File: src/rtl/mux_scan_ctrl_pkg.sv
// Shared calculator definitions: FSM state encodings and the default datapath width.
package mux_scan_ctrl_pkg;

    localparam int CALC_WIDTH = 8;

    localparam logic [1:0] ST_IDLE = 2'd0;
    localparam logic [1:0] ST_SCAN = 2'd1;
    localparam logic [1:0] ST_HOLD = 2'd2;

endpackage

File: src/rtl/mux_scan_ctrl_step_timer.sv
// Dwell counter: counts 0..DWELL-1 while enabled and flags the final count.
// Also used by the display refresh logic.
module step_timer #(
    parameter int DWELL = 1
) (
    input  logic clk,
    input  logic rst,
    input  logic clr_i,
    input  logic en_i,
    output logic last_o
);

    localparam int CW = (DWELL > 1) ? $clog2(DWELL) : 1;
    localparam logic [CW-1:0] CNT_LAST = CW'(DWELL - 1);

    logic [CW-1:0] cnt_q, cnt_d;

    always_comb begin
        cnt_d = cnt_q;
        if (clr_i) begin
            cnt_d = '0;
        end else if (en_i) begin
            cnt_d = last_o ? '0 : cnt_q + 1'b1;
        end
    end

    always_ff @(posedge clk) begin
        if (rst) begin
            cnt_q <= '0;
        end else begin
            cnt_q <= cnt_d;
        end
    end

    assign last_o = (cnt_q == CNT_LAST);

endmodule

File: src/rtl/mux_scan_ctrl.sv
// Sweeps the bit-select mux through every input, collects one bit per index and
// offers the assembled word downstream. valid_out/ready_in: a word transfers on a
// clock edge where both are 1; valid_out never drops and word_out never changes before that.
module mux_scan_ctrl
    import mux_scan_ctrl_pkg::*;
#(
    parameter int NUM_INPUTS = CALC_WIDTH,
    parameter int DWELL      = 1
) (
    input  logic                          clk,
    input  logic                          rst,
    input  logic                          start_in,
    input  logic                          mux_bit_in,
    input  logic                          ready_in,
    output logic [$clog2(NUM_INPUTS)-1:0] select_out,
    output logic                          busy_out,
    output logic [NUM_INPUTS-1:0]         word_out,
    output logic                          valid_out,
    output logic [1:0]                    state_out
);

    localparam int SW = $clog2(NUM_INPUTS);
    localparam logic [SW-1:0] SEL_LAST = SW'(NUM_INPUTS - 1);

    logic [1:0]            state_q, state_d;
    logic [SW-1:0]         sel_q, sel_d;
    logic [NUM_INPUTS-1:0] stage_q, stage_d;
    logic [NUM_INPUTS-1:0] word_q, word_d;
    logic                  valid_q, valid_d;
    logic                  dwell_last;

    // Timer is held at zero outside SCAN so every scan starts on a fresh dwell.
    step_timer #(.DWELL(DWELL)) u_timer (
        .clk    (clk),
        .rst    (rst),
        .clr_i  (state_q != ST_SCAN),
        .en_i   (state_q == ST_SCAN),
        .last_o (dwell_last)
    );

    always_comb begin
        state_d = state_q;
        sel_d   = sel_q;
        stage_d = stage_q;
        word_d  = word_q;
        valid_d = valid_q;
        case (state_q)
            ST_IDLE: begin
                sel_d = '0;
                if (start_in) begin
                    state_d = ST_SCAN;
                end
            end
            ST_SCAN: begin
                if (dwell_last) begin
                    stage_d[sel_q] = mux_bit_in;
                    if (sel_q == SEL_LAST) begin
                        word_d  = stage_d;
                        valid_d = 1'b1;
                        state_d = ST_HOLD;
                        sel_d   = '0;
                    end else begin
                        sel_d = sel_q + 1'b1;
                    end
                end
            end
            ST_HOLD: begin
                sel_d = '0;
                if (ready_in) begin
                    valid_d = 1'b0;
                    state_d = start_in ? ST_SCAN : ST_IDLE;
                end
            end
            default: begin
                state_d = ST_IDLE;
                sel_d   = '0;
                valid_d = 1'b0;
            end
        endcase
    end

    always_ff @(posedge clk) begin
        if (rst) begin
            state_q <= ST_IDLE;
            sel_q   <= '0;
            stage_q <= '0;
            word_q  <= '0;
            valid_q <= 1'b0;
        end else begin
            state_q <= state_d;
            sel_q   <= sel_d;
            stage_q <= stage_d;
            word_q  <= word_d;
            valid_q <= valid_d;
        end
    end

    assign select_out = sel_q;
    assign busy_out   = (state_q != ST_IDLE);
    assign word_out   = word_q;
    assign valid_out  = valid_q;
    assign state_out  = state_q;

endmodule

File: config.mk
export PLATFORM = sky130hd
export DESIGN_NAME = mux_scan_ctrl
export DESIGN_NICKNAME = d
export VERILOG_FILES = /design/src/rtl/mux_scan_ctrl_pkg.sv /design/src/rtl/mux_scan_ctrl_step_timer.sv /design/src/rtl/mux_scan_ctrl.sv
export SDC_FILE = /design/constraint.sdc
export NUM_CORES = 1
export LEC_CHECK = 0
export CAP_MARGIN = 10
export CORE_AREA = 3 3 50 61
export CTS_BUF_LIST = sky130_fd_sc_hd__clkbuf_4
export DETAILED_ROUTE_END_ITERATION = 6
export DIE_AREA = 0 0 53 64
export MAX_ROUTING_LAYER = met4
export PLACE_DENSITY = 0.74
export SLEW_MARGIN = 20
export SYNTH_ARGS = -nofsm -noshare
export SYNTH_HDL_FRONTEND = slang
export SYNTH_SLANG_ARGS = --single-unit
export TNS_END_PERCENT = 30
File: constraint.sdc
create_clock -name clk -period 1.5 [get_ports clk]
set_clock_uncertainty 0.2 [all_clocks]
set_input_delay 0.225 -clock clk [delete_from_list [all_inputs] [get_ports clk]]
set_output_delay 0.225 -clock clk [all_outputs]
set_load 0.01 [all_outputs]
==> results.cfg <==
[outcome]
status = finished with violations
violations = negative setup slack

[global_route]
grt_pass1_wl_um = 4200
grt_pass1_vias = 982
grt_antenna_before_repair = 0
grt_max_degree = 14
overflow = 0
grt_use_total_pct = 17.1

[routing]
routed_via_density = 5.74
dr.first_iter.drc_count = 58
routed_wirelength_um = 2830
drtPass1Iterations = 4
via_count = 1039
drc_errors = 0
wl_per_cell_um = 15.7
drtAntennaViolNets = 0

[sta]
tightest_slew_ns = 0.334
fmax_ghz = 0.629
holdWs_ns = 0.298
setup_viol = 9
maxSlewViolCount = 0
min_period_ns = 1.59
setup_slack_ns = -0.0892
rsz0062_at_grt = true
finalCritPeriodShare_pct = 106
hold_viol = 0
tns_ns = -0.324
relSlewSlack_pct = 77.7

[worst_setup_path]
r2r_start = select_out[2]$_SDFF_PP0_
critPathArrivalTime_ns = 1.62
crit_start = select_out[2]$_SDFF_PP0_
path_max_fanout = 4
critical_path_class = flip-flop to flip-flop
crit_path_start_kind = flip-flop
required_ns = 1.53
crit_path_end_kind = flip-flop

[cts]
htree_levels = 1
clk_pin_slew_ns = 0.14
clockBufferDepth = 2
clock-sinks = 22
worstSkewPairLatency_ns = 0.33
cts_root_buf = clkbuf_4
cts_inserted_buffers = 3
cts_tree = built

[layout]
fin_area_um2 = 1560
drive_gt1_share_pct = 38.5
final-instance-count-excl-fill = 181
final_core_util_pct = 61.7
final_cell_mix = nor2_1 (18), dfxtp_1 (18), nor3_1 (16), a211oi_2 (12), buf_4 (12)
nets = 156
syn_to_final_growth_pct = 52.8
n_antenna_cell = 0

[placed_design]
dp_slack_ns = -0.233
hpwl_um = 1790
dpl-instance-area_um2 = 1370
place_inst = 174
gp_congestion = 0.820
io_buffers = 19

[hold_path]
hp-start = word_out[6]$_SDFFE_PP0P_
hold_path_class = flip-flop to flip-flop

[synthesis]
synth_async_sr_flop_share_pct = 0
avgSynthCellArea_um2 = 8.96
synth_warnings = 0
synth_edf_count = 0
synthDistinctLibCells = 27
synth_cells = 114
synth_flop_cell = dfxtp_1
synth_seq_area_share_pct = 43.1
syn_nets = 121
syn-cell-area_um2 = 1020
ys_seq_elements = 22

[floorplanning]
initial_core_util_pct = 40.4
rows = 20
fp.dieH_um = 64
dieWidth_um = 53
core_area_um2 = 2530
io_pins = 20
die_area_um2 = 3390

[run]
max_cap_violations = 0

[power]
finalPower_mw = 1.25
p_leak_nw = 0.647
ir_drop_mv = 0.523
power_density_nw_per_um2 = 799
path summary, 6_finish.rpt:
kind | endpoint | slack [ns] | depth (start not counted)
worst min register to register | word_out[6]$_SDFFE_PP0P_ | 0.30 | 2
worst min-delay path | word_out[6]$_SDFFE_PP0P_ | 0.30 | 2
worst max-delay path | word_out[2]$_SDFFE_PP0P_ | -0.09 | 5
worst max register to register | word_out[2]$_SDFFE_PP0P_ | -0.09 | 5
critical path, stage by stage (launching register included):
cell	delay, ns
dfxtp_4	0.37
buf_6	0.12
buf_6	0.12
or3b_4	0.39
a211oi_2	0.21
nor3_1	0.09
what timing repair did:
action	in CTS	in global routing
cloned	0	1
resized for setup	38	22
hold buffers	0	0
endpoints found under the setup margin	29	23
pin swaps	6	13
buffers inserted	1	1
cells by family (layout without fill, tap and decap cells):
logic type	Yosys count	count (layout)	synth area share (%)
AND/OR/NAND/NOR	62	63	36.6
flip-flops	22	22	43.1
AO/OA/AOI/OAI	19	19	13.6
buffers and inverters	9	42	4.17
adder cells (fa/ha/maj)	2	2	2.45
layer usage:
metal | global-route usage [%] | up-vias | share of wire (%)
li1 | - | 491 | -
met1 | 18.5 | 503 | 40
met2 | 28.0 | 35 | 52
met3 | 3.50 | 10 | 3.8
met4 | 10.5 | 0 | 4.1
met5 | - | - | 0
cells in the mapped netlist, types with 2 or more instances:
library cell / instances / share of area, %
and2_1: 2 / 1.2
and4b_1: 3 / 2.9
or3b_1: 3 / 2.6
nand3b_1: 4 / 2.9
dfxtp_1: 22 / 43
nand2b_1: 2 / 1.2
nor2_1: 18 / 6.6
nor3_1: 19 / 9.3
and4bb_1: 3 / 3.7
ha_1: 2 / 2.5
clkbuf_1: 2 / 0.74
nor2b_1: 2 / 1.2
buf_2: 4 / 2.0
a21oi_1: 2 / 0.98
a211oi_1: 14 / 10
report_power, final:
part	internal, mW	switching [mW]	leakage, nW
combinational	0.0784	0.0770	0.437
sequential	0.602	0.0215	0.182
clock	0.271	0.198	0.0279
total	0.951	0.296	0.647
state kept, by name (all words and copies together), names as in the netlist:
| register | count |
|---|---|
| state_out | 2 |
| word_out | 8 |
| stage_q | 8 |
| valid_out | 1 |
| select_out | 3 |
cell type report:
cell class	instances	area, um2
timing repair buffer	37	333
fill	206	967
inverter	1	3.75
multi-input combinational	84	674
sequential	22	455
clock buffer	3	22.5
tap	33	41.3
clock inverter	1	30.0
Power figures use the tool's default switching activity.
